===== src/rtl/ddr3_byte_bridge_pkg.sv =====
// Shared types and widths for the byte-wide DDR3 request bridge and its line cache.
package ddr3_byte_bridge_pkg;

  localparam int unsigned DDR3_LINE_BYTES = 8;
  localparam int unsigned REQ_ADDR_W      = 28;
  localparam int unsigned LANE_W          = 3;
  localparam int unsigned TAG_W           = REQ_ADDR_W - LANE_W;
  localparam int unsigned LINE_W          = DDR3_LINE_BYTES * 8;
  localparam int unsigned DDRAM_ADDR_W    = 29;

  typedef enum logic [2:0] {IDLE, RD_ISSUE, RD_WAIT, WR_ISSUE, DRAIN} ddr3_bridge_state_t;

  typedef struct packed {
    logic [DDRAM_ADDR_W-1:0]    addr;
    logic [LINE_W-1:0]          din;
    logic [DDR3_LINE_BYTES-1:0] be;
  } ddram_req_t;

  // Byte lane n of a 64-bit line lives in bits [8n+7:8n].
  function automatic logic [7:0] lane_byte(input logic [LINE_W-1:0] line,
                                           input logic [LANE_W-1:0] lane);
    return line[{lane, 3'b000} +: 8];
  endfunction

endpackage


===== src/rtl/ddr3_line_cache.sv =====
// Single 8-byte read line with tag, valid flag, lane read mux and write-through update.
module ddr3_line_cache
  import ddr3_byte_bridge_pkg::*;
(
  input  logic              clk,
  input  logic              reset,
  input  logic              inval,
  input  logic              fill_en,
  input  logic [TAG_W-1:0]  fill_tag,
  input  logic [LINE_W-1:0] fill_line,
  input  logic              wt_en,
  input  logic [TAG_W-1:0]  wt_tag,
  input  logic [LANE_W-1:0] wt_lane,
  input  logic [7:0]        wt_byte,
  input  logic [TAG_W-1:0]  lookup_tag,
  input  logic [LANE_W-1:0] lookup_lane,
  output logic              hit_c,
  output logic [7:0]        lookup_byte_c
);

  logic              valid_q;
  logic [TAG_W-1:0]  tag_q;
  logic [LINE_W-1:0] line_q;

  // A fill in flight wins over a concurrent invalidate.
  always_ff @(posedge clk) begin
    if (reset) begin
      valid_q <= 1'b0;
      tag_q   <= '0;
      line_q  <= '0;
    end else if (fill_en) begin
      valid_q <= 1'b1;
      tag_q   <= fill_tag;
      line_q  <= fill_line;
    end else begin
      if (inval) valid_q <= 1'b0;
      if (wt_en && valid_q && (tag_q == wt_tag)) line_q[{wt_lane, 3'b000} +: 8] <= wt_byte;
    end
  end

  assign hit_c         = valid_q && (tag_q == lookup_tag);
  assign lookup_byte_c = lane_byte(line_q, lookup_lane);

endmodule


===== src/rtl/ddr3_byte_bridge.sv =====
// Byte-wide request port to 64-bit Avalon-MM DDRAM bridge with a one-line read cache.
module ddr3_byte_bridge
  import ddr3_byte_bridge_pkg::*;
#(
  parameter logic [DDRAM_ADDR_W-1:0] BASE_WORD = 29'h0300000,
  parameter logic [7:0]              BURST     = 8'd1
) (
  input  logic                       clk,
  input  logic                       reset,
  input  logic [REQ_ADDR_W-1:0]      ddr3_addr,
  input  logic                       ddr3_rd,
  input  logic                       ddr3_wr,
  input  logic [7:0]                 ddr3_din,
  output logic [7:0]                 ddr3_dout,
  output logic                       ddr3_ready,
  input  logic                       ddr3_request,
  input  logic                       DDRAM_BUSY,
  output logic [7:0]                 DDRAM_BURSTCNT,
  output logic [DDRAM_ADDR_W-1:0]    DDRAM_ADDR,
  output logic                       DDRAM_RD,
  input  logic [LINE_W-1:0]          DDRAM_DOUT,
  input  logic                       DDRAM_DOUT_READY,
  output logic                       DDRAM_WE,
  output logic [LINE_W-1:0]          DDRAM_DIN,
  output logic [DDR3_LINE_BYTES-1:0] DDRAM_BE
);

  ddr3_bridge_state_t state_q, state_d;
  logic               ready_q, ready_d;
  logic [7:0]         dout_q, dout_d;
  logic               rd_q, rd_d;
  logic               we_q, we_d;
  ddram_req_t         avl_q, avl_d;
  logic [TAG_W-1:0]   tag_q, tag_d;
  logic [LANE_W-1:0]  lane_q, lane_d;
  logic               req_q;
  logic               fill_en, wt_en, hit_c, drain_on_reset;
  logic [7:0]         hit_byte_c;
  logic [DDRAM_ADDR_W-1:0] word_addr;

  assign word_addr = DDRAM_ADDR_W'(BASE_WORD + {4'b0, ddr3_addr[REQ_ADDR_W-1:LANE_W]});

  // A read already accepted by the controller must have its data swallowed after reset.
  assign drain_on_reset = !DDRAM_DOUT_READY &&
                          ((state_q == RD_WAIT) || (state_q == DRAIN) ||
                           ((state_q == RD_ISSUE) && !DDRAM_BUSY));

  ddr3_line_cache u_cache (
    .clk          (clk),
    .reset        (reset),
    .inval        (req_q && !ddr3_request),
    .fill_en      (fill_en),
    .fill_tag     (tag_q),
    .fill_line    (DDRAM_DOUT),
    .wt_en        (wt_en),
    .wt_tag       (tag_q),
    .wt_lane      (lane_q),
    .wt_byte      (avl_q.din[7:0]),
    .lookup_tag   (ddr3_addr[REQ_ADDR_W-1:LANE_W]),
    .lookup_lane  (ddr3_addr[LANE_W-1:0]),
    .hit_c        (hit_c),
    .lookup_byte_c(hit_byte_c)
  );

  always_comb begin
    state_d = state_q;
    ready_d = ready_q;
    dout_d  = dout_q;
    rd_d    = rd_q;
    we_d    = we_q;
    avl_d   = avl_q;
    tag_d   = tag_q;
    lane_d  = lane_q;
    fill_en = 1'b0;
    wt_en   = 1'b0;
    case (state_q)
      IDLE: begin
        if (ready_q && ddr3_wr) begin
          state_d   = WR_ISSUE;
          ready_d   = 1'b0;
          we_d      = 1'b1;
          avl_d.addr = word_addr;
          avl_d.din  = {DDR3_LINE_BYTES{ddr3_din}};
          avl_d.be   = DDR3_LINE_BYTES'(1) << ddr3_addr[LANE_W-1:0];
          tag_d     = ddr3_addr[REQ_ADDR_W-1:LANE_W];
          lane_d    = ddr3_addr[LANE_W-1:0];
        end else if (ready_q && ddr3_rd) begin
          if (hit_c) begin
            dout_d = hit_byte_c;
          end else begin
            state_d    = RD_ISSUE;
            ready_d    = 1'b0;
            rd_d       = 1'b1;
            avl_d.addr = word_addr;
            tag_d      = ddr3_addr[REQ_ADDR_W-1:LANE_W];
            lane_d     = ddr3_addr[LANE_W-1:0];
          end
        end
      end
      RD_ISSUE: begin
        if (!DDRAM_BUSY) begin
          rd_d    = 1'b0;
          state_d = RD_WAIT;
        end
      end
      RD_WAIT: begin
        if (DDRAM_DOUT_READY) begin
          fill_en = 1'b1;
          dout_d  = lane_byte(DDRAM_DOUT, lane_q);
          ready_d = 1'b1;
          state_d = IDLE;
        end
      end
      WR_ISSUE: begin
        if (!DDRAM_BUSY) begin
          wt_en   = 1'b1;
          we_d    = 1'b0;
          ready_d = 1'b1;
          state_d = IDLE;
        end
      end
      DRAIN: begin
        if (DDRAM_DOUT_READY) begin
          ready_d = 1'b1;
          state_d = IDLE;
        end
      end
      default: state_d = IDLE;
    endcase
  end

  always_ff @(posedge clk) begin
    if (reset) begin
      state_q <= drain_on_reset ? DRAIN : IDLE;
      ready_q <= !drain_on_reset;
      dout_q  <= 8'hFF;
      rd_q    <= 1'b0;
      we_q    <= 1'b0;
      avl_q   <= '0;
      tag_q   <= '0;
      lane_q  <= '0;
      req_q   <= 1'b0;
    end else begin
      state_q <= state_d;
      ready_q <= ready_d;
      dout_q  <= dout_d;
      rd_q    <= rd_d;
      we_q    <= we_d;
      avl_q   <= avl_d;
      tag_q   <= tag_d;
      lane_q  <= lane_d;
      req_q   <= ddr3_request;
    end
  end

  assign ddr3_dout      = dout_q;
  assign ddr3_ready     = ready_q;
  assign DDRAM_BURSTCNT = BURST;
  assign DDRAM_ADDR     = avl_q.addr;
  assign DDRAM_RD       = rd_q;
  assign DDRAM_WE       = we_q;
  assign DDRAM_DIN      = avl_q.din;
  assign DDRAM_BE       = avl_q.be;

endmodule


===== config.mk =====
export PLATFORM = sky130hd
export DESIGN_NAME = ddr3_byte_bridge
export DESIGN_NICKNAME = d
export VERILOG_FILES = /design/src/rtl/ddr3_byte_bridge_pkg.sv /design/src/rtl/ddr3_line_cache.sv /design/src/rtl/ddr3_byte_bridge.sv
export SDC_FILE = /design/constraint.sdc
export NUM_CORES = 1
export LEC_CHECK = 0
export BUFFER_PORTS_ARGS = -buffer_cell sky130_fd_sc_hd__buf_2
export CAP_MARGIN = 10
export CORE_MARGIN = 2
export CORE_UTILIZATION = 45
export CTS_CLUSTER_SIZE = 10
export DETAILED_ROUTE_END_ITERATION = 8
export PLACE_DENSITY_LB_ADDON = 0.15
export SYNTH_ARGS = -nofsm -noshare
export SYNTH_HDL_FRONTEND = slang
export SYNTH_HIERARCHICAL = 1
export SYNTH_SLANG_ARGS = --single-unit
export TNS_END_PERCENT = 30

===== constraint.sdc =====
create_clock -name clk -period 7.8 [get_ports clk]
set_input_delay 0.78 -clock clk [delete_from_list [all_inputs] [get_ports clk]]
set_output_delay 0.78 -clock clk [all_outputs]
set_load 0.01 [all_outputs]

==> metrics.yaml, run 1 <==
period_needed_ns: 3.78
grt_util_met1_pct: 35.0
reg2reg_depth: 6
ys.flop_type: "dfxtp_1"
setup_slack_ns: 4.02
grt_overflow_total: 0
worstSetupStartpointType: "flop"
worst_setup_path_end_kind: "flop"
crit_chain: "nor3b_4 > and2_4 > buf_4 > or2_2 > a41oi_1 > a2111oi_1"
cts_buffers: 17
worstHoldPathCells: 2
grtUsageTotal_pct: 25.0
setup_tns_ns: 0
rows: 54
clockBufferDepth: 2
die_h_um: 152
postSynthCellCount: 1068
diodes: 0
synth_edf_count: 4
routed_via_density: 5.77
fin_hold_ws_ns: 0.453
avgSynthCellArea_um2: 9.19
finalClockSkew_ns: 0.0150
min_to: "DDRAM_BE[1]"
start_util_pct: 45.4
async_flop_share_pct: 0
clock-root-buffer: "clkbuf_16"
portBuffers: 215
htreeDepth: 4
grt_pass1_wl_mm: 44.2
pin_count: 227
rr_endpoint: "u_cache/line_q[51]"
clkTransAtPathRegs_ns: 0.07
timing.rr.start: "state_q[1]"
core_um2: 21600
hp-start: "DDRAM_BE[1]"
pre_cts_slack_ns: 4.13
routed_wl_mm: 29.3
synth.distinct_cells: 61
cp.arrival_ns: 4.07
crit_path_top_delay_cell: "and2_4"
synth-seq-cells: 155
grt_setup_unrepaired: "no"
synthesis.area_um2: 9810
worstSkewPairLatency_ns: 0.43
slew_violations: 0
fin_nets: 1254
worstPathRequired_ns: 8.10
drc: 0
reg2reg_slack_ns: 4.02
yosysSeqAreaShare_pct: 32.0
synthTopCellsByArea: "dfxtp_1 31%, mux4_2 7.3%, buf_4 6.8%"
status: "finished clean"
clock_sinks: 155
grt_pass1_vias: 7703
postCtsSetupBuffers: 0
avgRoutedWirePerCell_um: 20.4
areaGrowthSynthToFinish_pct: 10.7
period_share_pct: 48.4
slowest_delay_ns: 0.79
path_class: "flop to flop"
slew_headroom_pct: 19.2
hold_violations: 0
p_leak_nw: 4.52
pwr_density_cell_nw_per_um2: 310
busiest_layer: "met2"
layout-drive-gt1-share_pct: 33.7
yosys.area.top_type: "dfxtp_1"
met2_usage_pct: 38.9
fp.dieW_um: 152
maxCapViolations: 0
drt_iter0_markers: 739
gp_congestion: 0.829
fmax_ghz: 0.265
yosysWarningCount: 6
setup_viol: 0
hold_path.class: "flop to flop"
detail-route-antenna-nets: 0
die-area_um2: 23000
synth.top_cell.area_share_pct: 30.8
max-vdd-ir-drop_mv: 0.252
cts_tree: "yes"
via_count: 8286
grtUsageMet3_pct: 4.37
tightest_slew_ns: 1.20
antenna_found_initial: 0
hpwl_mm: 19.5
ctsHoldBuffers: 0
ctsResizeCount: 0
critPathMaxFanout: 96
dr.pass1.iters: 5
grt_max_degree: 97
[Yosys cell counts, drive strengths merged, types with 5 or more instances]
cell type / count
dfxtp: 151
buf: 134
nand2: 89
a41oi: 64
or2: 64
nor2: 56
a21oi: 50
inv: 46
clkbuf: 44
a211oi: 43
nor2b: 38
mux2i: 35
a2111oi: 33
a21o: 32
mux4: 32
xnor2: 24
xor2: 17
nand2b: 15
nor4: 11
and4: 9
mux2: 9
a211o: 8
nand4: 7
nor3: 5
o21ai: 5
[where the power goes]
| part | switching [mW] | internal [mW] |
|---|---|---|
| logic | 0.897 | 0.533 |
| clock network | 0.391 | 0.480 |
| registers | 0.131 | 0.934 |
| total | 1.42 | 1.95 |
[final cells by class]
cell class                      instances  area [um^2]
Fill cell                            2089        10800
Multi-Input combinational cell        698         5420
Sequential cell                       155         3140
Timing Repair Buffer                  225         1150
Clock buffer                           18          450
Tap cell                              280          350
Inverter                               46          173
Clock inverter                         14          169
[cell families after synthesis]
logic type / count (synthesis) / synth area share (%)
fa+ha+maj: 4 / 0.510
xor+xnor: 41 / 3.66
other cells: 2 / 0.0765
flops: 155 / 32.0
compound gates: 249 / 20.4
mux: 76 / 11.9
buf+inv: 224 / 13.2
simple gates: 317 / 18.2
[routing by layer]
| layer | part of all wire (%) | wire length (um) | vias up |
|---|---|---|---|
| li1 | - | - | 3915 |
| met1 | 44 | 13000 | 4007 |
| met2 | 47 | 13600 | 322 |
| met3 | 6.3 | 1860 | 42 |
| met4 | 2.8 | 819 | 0 |
| met5 | 0 | 0 | - |
[stage by stage]
step	std cells	utilization [%]	cell area (um^2)	total power [mW]
6_report	1436	50.2	10900	3.37
3_5_place_dp	1404	47.4	10200	2.49
5_1_grt	1436	50.2	10900	3.55
2_1_floorplan	1077	-	9850	2.21
4_1_cts	1436	50.2	10900	3.37
3_3_place_gp	1404	47.4	10200	2.48
[flip-flops by register name (all words and copies together), names as in the netlist, 3 cells and up]
signal and cells:
u_cache/line_q 64, tag_q 25, u_cache/tag_q 25, DDRAM_BE 8, DDRAM_DIN 8, ddr3_dout 8, DDRAM_ADDR 6, lane_q 3
state_q 3
[layout by cell type, fill, tap and decap left out, drive strengths merged, types with 4 or more instances in the layout]
cell / instances
buf: 225
dfxtp: 151
nand2: 89
or2: 64
a41oi: 64
nor2: 56
inv: 56
a21oi: 50
a211oi: 43
nor2b: 38
mux2i: 35
a2111oi: 33
mux4: 32
a21o: 32
xnor2: 24
clkbuf: 18
xor2: 17
nand2b: 15
conb: 11
nor4: 11
mux2: 9
and4: 9
a211o: 8
nand4: 7
o21ai: 5
nor3: 5
nand3b: 4
nand3: 4
ha: 4
edfxtp: 4
o2111ai: 4
[critical path: cells and delay by family (launching register included)]
family / cells / cell delay [ns]
AOI/OAI and AO/OA: 2 / 0.47
buffers and inverters: 1 / 0.75
DFF: 1 / 0.59
and+or+nand+nor: 3 / 1.76
[worst max path at each step]
stage                            start                 end  cells past startpoint
after global routing        state_q[1]  u_cache/line_q[47]                      6
after global placement      DDRAM_BUSY   u_cache/line_q[4]                      9
after detailed placement    state_q[1]  u_cache/line_q[51]                      6
after CTS                   state_q[1]  u_cache/line_q[51]                      6
after floorplan           ddr3_addr[0]        ddr3_dout[2]                      7
final                       state_q[1]  u_cache/line_q[51]                      6
Note: power is estimated with default switching activity, not from simulation.
==> run 2: changes to the inputs <==
clock period = 3.4 ns   (was 7.8 ns; I/O delays follow)
==> run 2 against run 1 <==
Compared with the run above: sequential share of layout area fell by 0.84 points; routed wire length rose by 1.7%; total power rose by 130%; flip-flop and latch count did not move; combinational power rose by 150%; first-iteration DRC count fell by 5.5%; largest cell class unchanged; largest power group unchanged.
==> metrics.yaml, run 2 (synthesis gave the netlist of run 1 again) <==
status: "finished clean"
die-area_um2: 23000  # unchanged
grt_max_degree: 106  # +9.3%
setup_slack_ns: 0.691  # -3.33 ns
top_regs: "u_cache/line_q x64, tag_q x25, u_cache/tag_q x25"
cts_tree: "yes"
reg2reg_depth: 9  # +3
max-vdd-ir-drop_mv: 0.550  # +120%
dr.pass1.iters: 5  # unchanged
postCtsSetupBuffers: 0  # unchanged
endpoint: "ddr3_dout[0]"
p_leak_nw: 4.72  # +4.5%
start_util_pct: 45.4  # unchanged
rr_endpoint: "ddr3_dout[0]"
grt_util_met1_pct: 34.3  # -0.79 points
period_share_pct: 79.7  # +31 points
pwr_density_cell_nw_per_um2: 706  # +130%
rows: 54  # unchanged
cts_buffers: 17  # unchanged
routed_via_density: 5.70  # -1.2%
slew_headroom_pct: 35.2  # +16 points
drc: 0  # unchanged
busiest_layer: "met2"
n_fill_cell: 2064  # -1.2%
portBuffers: 215  # unchanged
avgRoutedWirePerCell_um: 20.2  # -0.76%
path_class: "flop to flop"
multi_input_area_um2: 5420  # unchanged
slew_violations: 0  # unchanged
post-route-util_pct: 51.7  # +1.5 points
placed_cells: 1439  # +2.5%
layout-drive-gt1-share_pct: 35.7  # +1.9 points
ctsResizeCount: 0  # unchanged
htreeDepth: 4  # unchanged
instances_no_fill: 1471  # +2.4%
grt_pass1_wl_mm: 45.6  # +3.2%
timing.rr.start: "u_cache/tag_q[15]"
antenna_found_initial: 1  # +1
pin_count: 227  # unchanged
worst_setup_path_end_kind: "flop"
core_um2: 21600  # unchanged
die_h_um: 152  # unchanged
fin_nets: 1289  # +2.8%
setup_viol: 0  # unchanged
slowest_delay_ns: 0.51  # -0.28 ns
met2_usage_pct: 40.8  # +1.9 points
pre_cts_slack_ns: 0.602  # -3.53 ns
cpMostUsedCell: "nor4_1"
layout_common_cells: "214 x buf_2, 151 x dfxtp_1, 89 x nand2_1"
clock_sinks: 155  # unchanged
grt_pass1_vias: 8090  # +5.0%
finalClockSkew_ns: 0.0108  # -0.00417 ns
ctsHoldBuffers: 0  # unchanged
routed_wl_mm: 29.8  # +1.7%
hpwl_mm: 20.7  # +6.5%
clockBufferDepth: 2  # unchanged
diodes: 0  # unchanged
drt_iter0_markers: 698  # -5.5%
fmax_ghz: 0.369  # +39%
tightest_slew_ns: 0.969  # -0.233 ns
grt_overflow_total: 0  # unchanged
reg2reg_slack_ns: 0.69  # -3.33 ns
setup_tns_ns: 0  # unchanged
maxCapViolations: 0  # unchanged
grtUsageTotal_pct: 25.8  # +0.81 points
clkTransAtPathRegs_ns: 0.07  # about the same
crit_path_top_delay_cell: "a211oi_1"
period_needed_ns: 2.71  # -1.07 ns
crit_start: "u_cache/tag_q[15]"
grt_setup_unrepaired: "no"
mostFrequentLayoutCell: "buf_2"
worstPathRequired_ns: 3.76  # -4.34 ns
areaGrowthSynthToFinish_pct: 14.0
critPathMaxFanout: 16  # -83%
fin_hold_ws_ns: 0.147  # -0.306 ns
hold_violations: 0  # unchanged
fp.dieW_um: 152  # unchanged
clock-root-buffer: "clkbuf_16"
detail-route-antenna-nets: 0  # unchanged
final-seq-area_um2: 3140  # unchanged
worstSetupStartpointType: "flop"
gp_congestion: 0.810  # -2.3%
hold_path.class: "input port to flop"
worstSkewPairLatency_ns: 0.43  # about the same
crit_chain: "xor2_1 > nor4_1 > nand3_1 > nor4_1 > buf_4 > and4b_1 > a22oi_2 > a211oi_1 > a211o_1"
grtUsageMet3_pct: 5.33  # +0.96 points
largest_register_ffs: 64  # unchanged
regMostFlops: "u_cache/line_q"
via_count: 8382  # +1.2%
cp.arrival_ns: 3.07  # -1.00 ns
## run 2: cell count changes in the layout (fill, tap and decap cells not counted), sizes merged
cell and change:
buf +35, bufinv +1, clkbuf -1, clkinv +3, inv -3
## run 2: critical path: cells and delay by family, from the launching register on
family          cells  cell delay, ns
flops               1            0.38
compound gates      3            0.89
buf+inv             1            0.18
simple gates        4            1.01
xor+xnor            1            0.18
## run 2: worst min path at each step
stage                  from            end  slack (ns)  depth (start not counted)
2_1_floorplan     tag_q[22]      tag_q[22]        0.46                          2
3_3_place_gp    DDRAM_BE[4]    DDRAM_BE[4]        0.44                          2
3_5_place_dp   ddr3_dout[3]   ddr3_dout[3]        0.44                          1
4_1_cts         ddr3_din[3]  DDRAM_DIN[59]        0.13                          3
5_1_grt         ddr3_din[5]  DDRAM_DIN[61]        0.14                          3
6_report       ddr3_request          req_q        0.15                          2
## run 2: final cells by class
type	instances	area share, %
Clock inverter	15	1.60
Inverter	46	1.54
Timing Repair Buffer	260	13.3
Clock buffer	17	3.80
Tap cell	280	3.13
Sequential cell	155	28.1
Multi-Input combinational cell	698	48.5
## run 2: power by group
part	leakage (nW)	total, mW	internal (mW)	switching [mW]
combinational	3.15	3.54	1.38	2.16
clock	0.300	1.97	1.11	0.859
sequential	1.27	2.38	2.14	0.241
## run 2: through the flow
| stage | instance area [um^2] | power, mW |
|---|---|---|
| after global routing | 11200 | 8.31 |
| final | 11200 | 7.89 |
| after floorplan | 9850 | 5.06 |
| after CTS | 11200 | 7.89 |
| after global placement | 10600 | 5.92 |
| after detailed placement | 10600 | 5.91 |
## run 2: routing by layer
metal | routed length [um] | vias to the layer above
met3 | 1820 | 72
li1 | - | 3982
met4 | 1190 | 0
met2 | 14000 | 299
met5 | 0 | -
met1 | 12800 | 4029
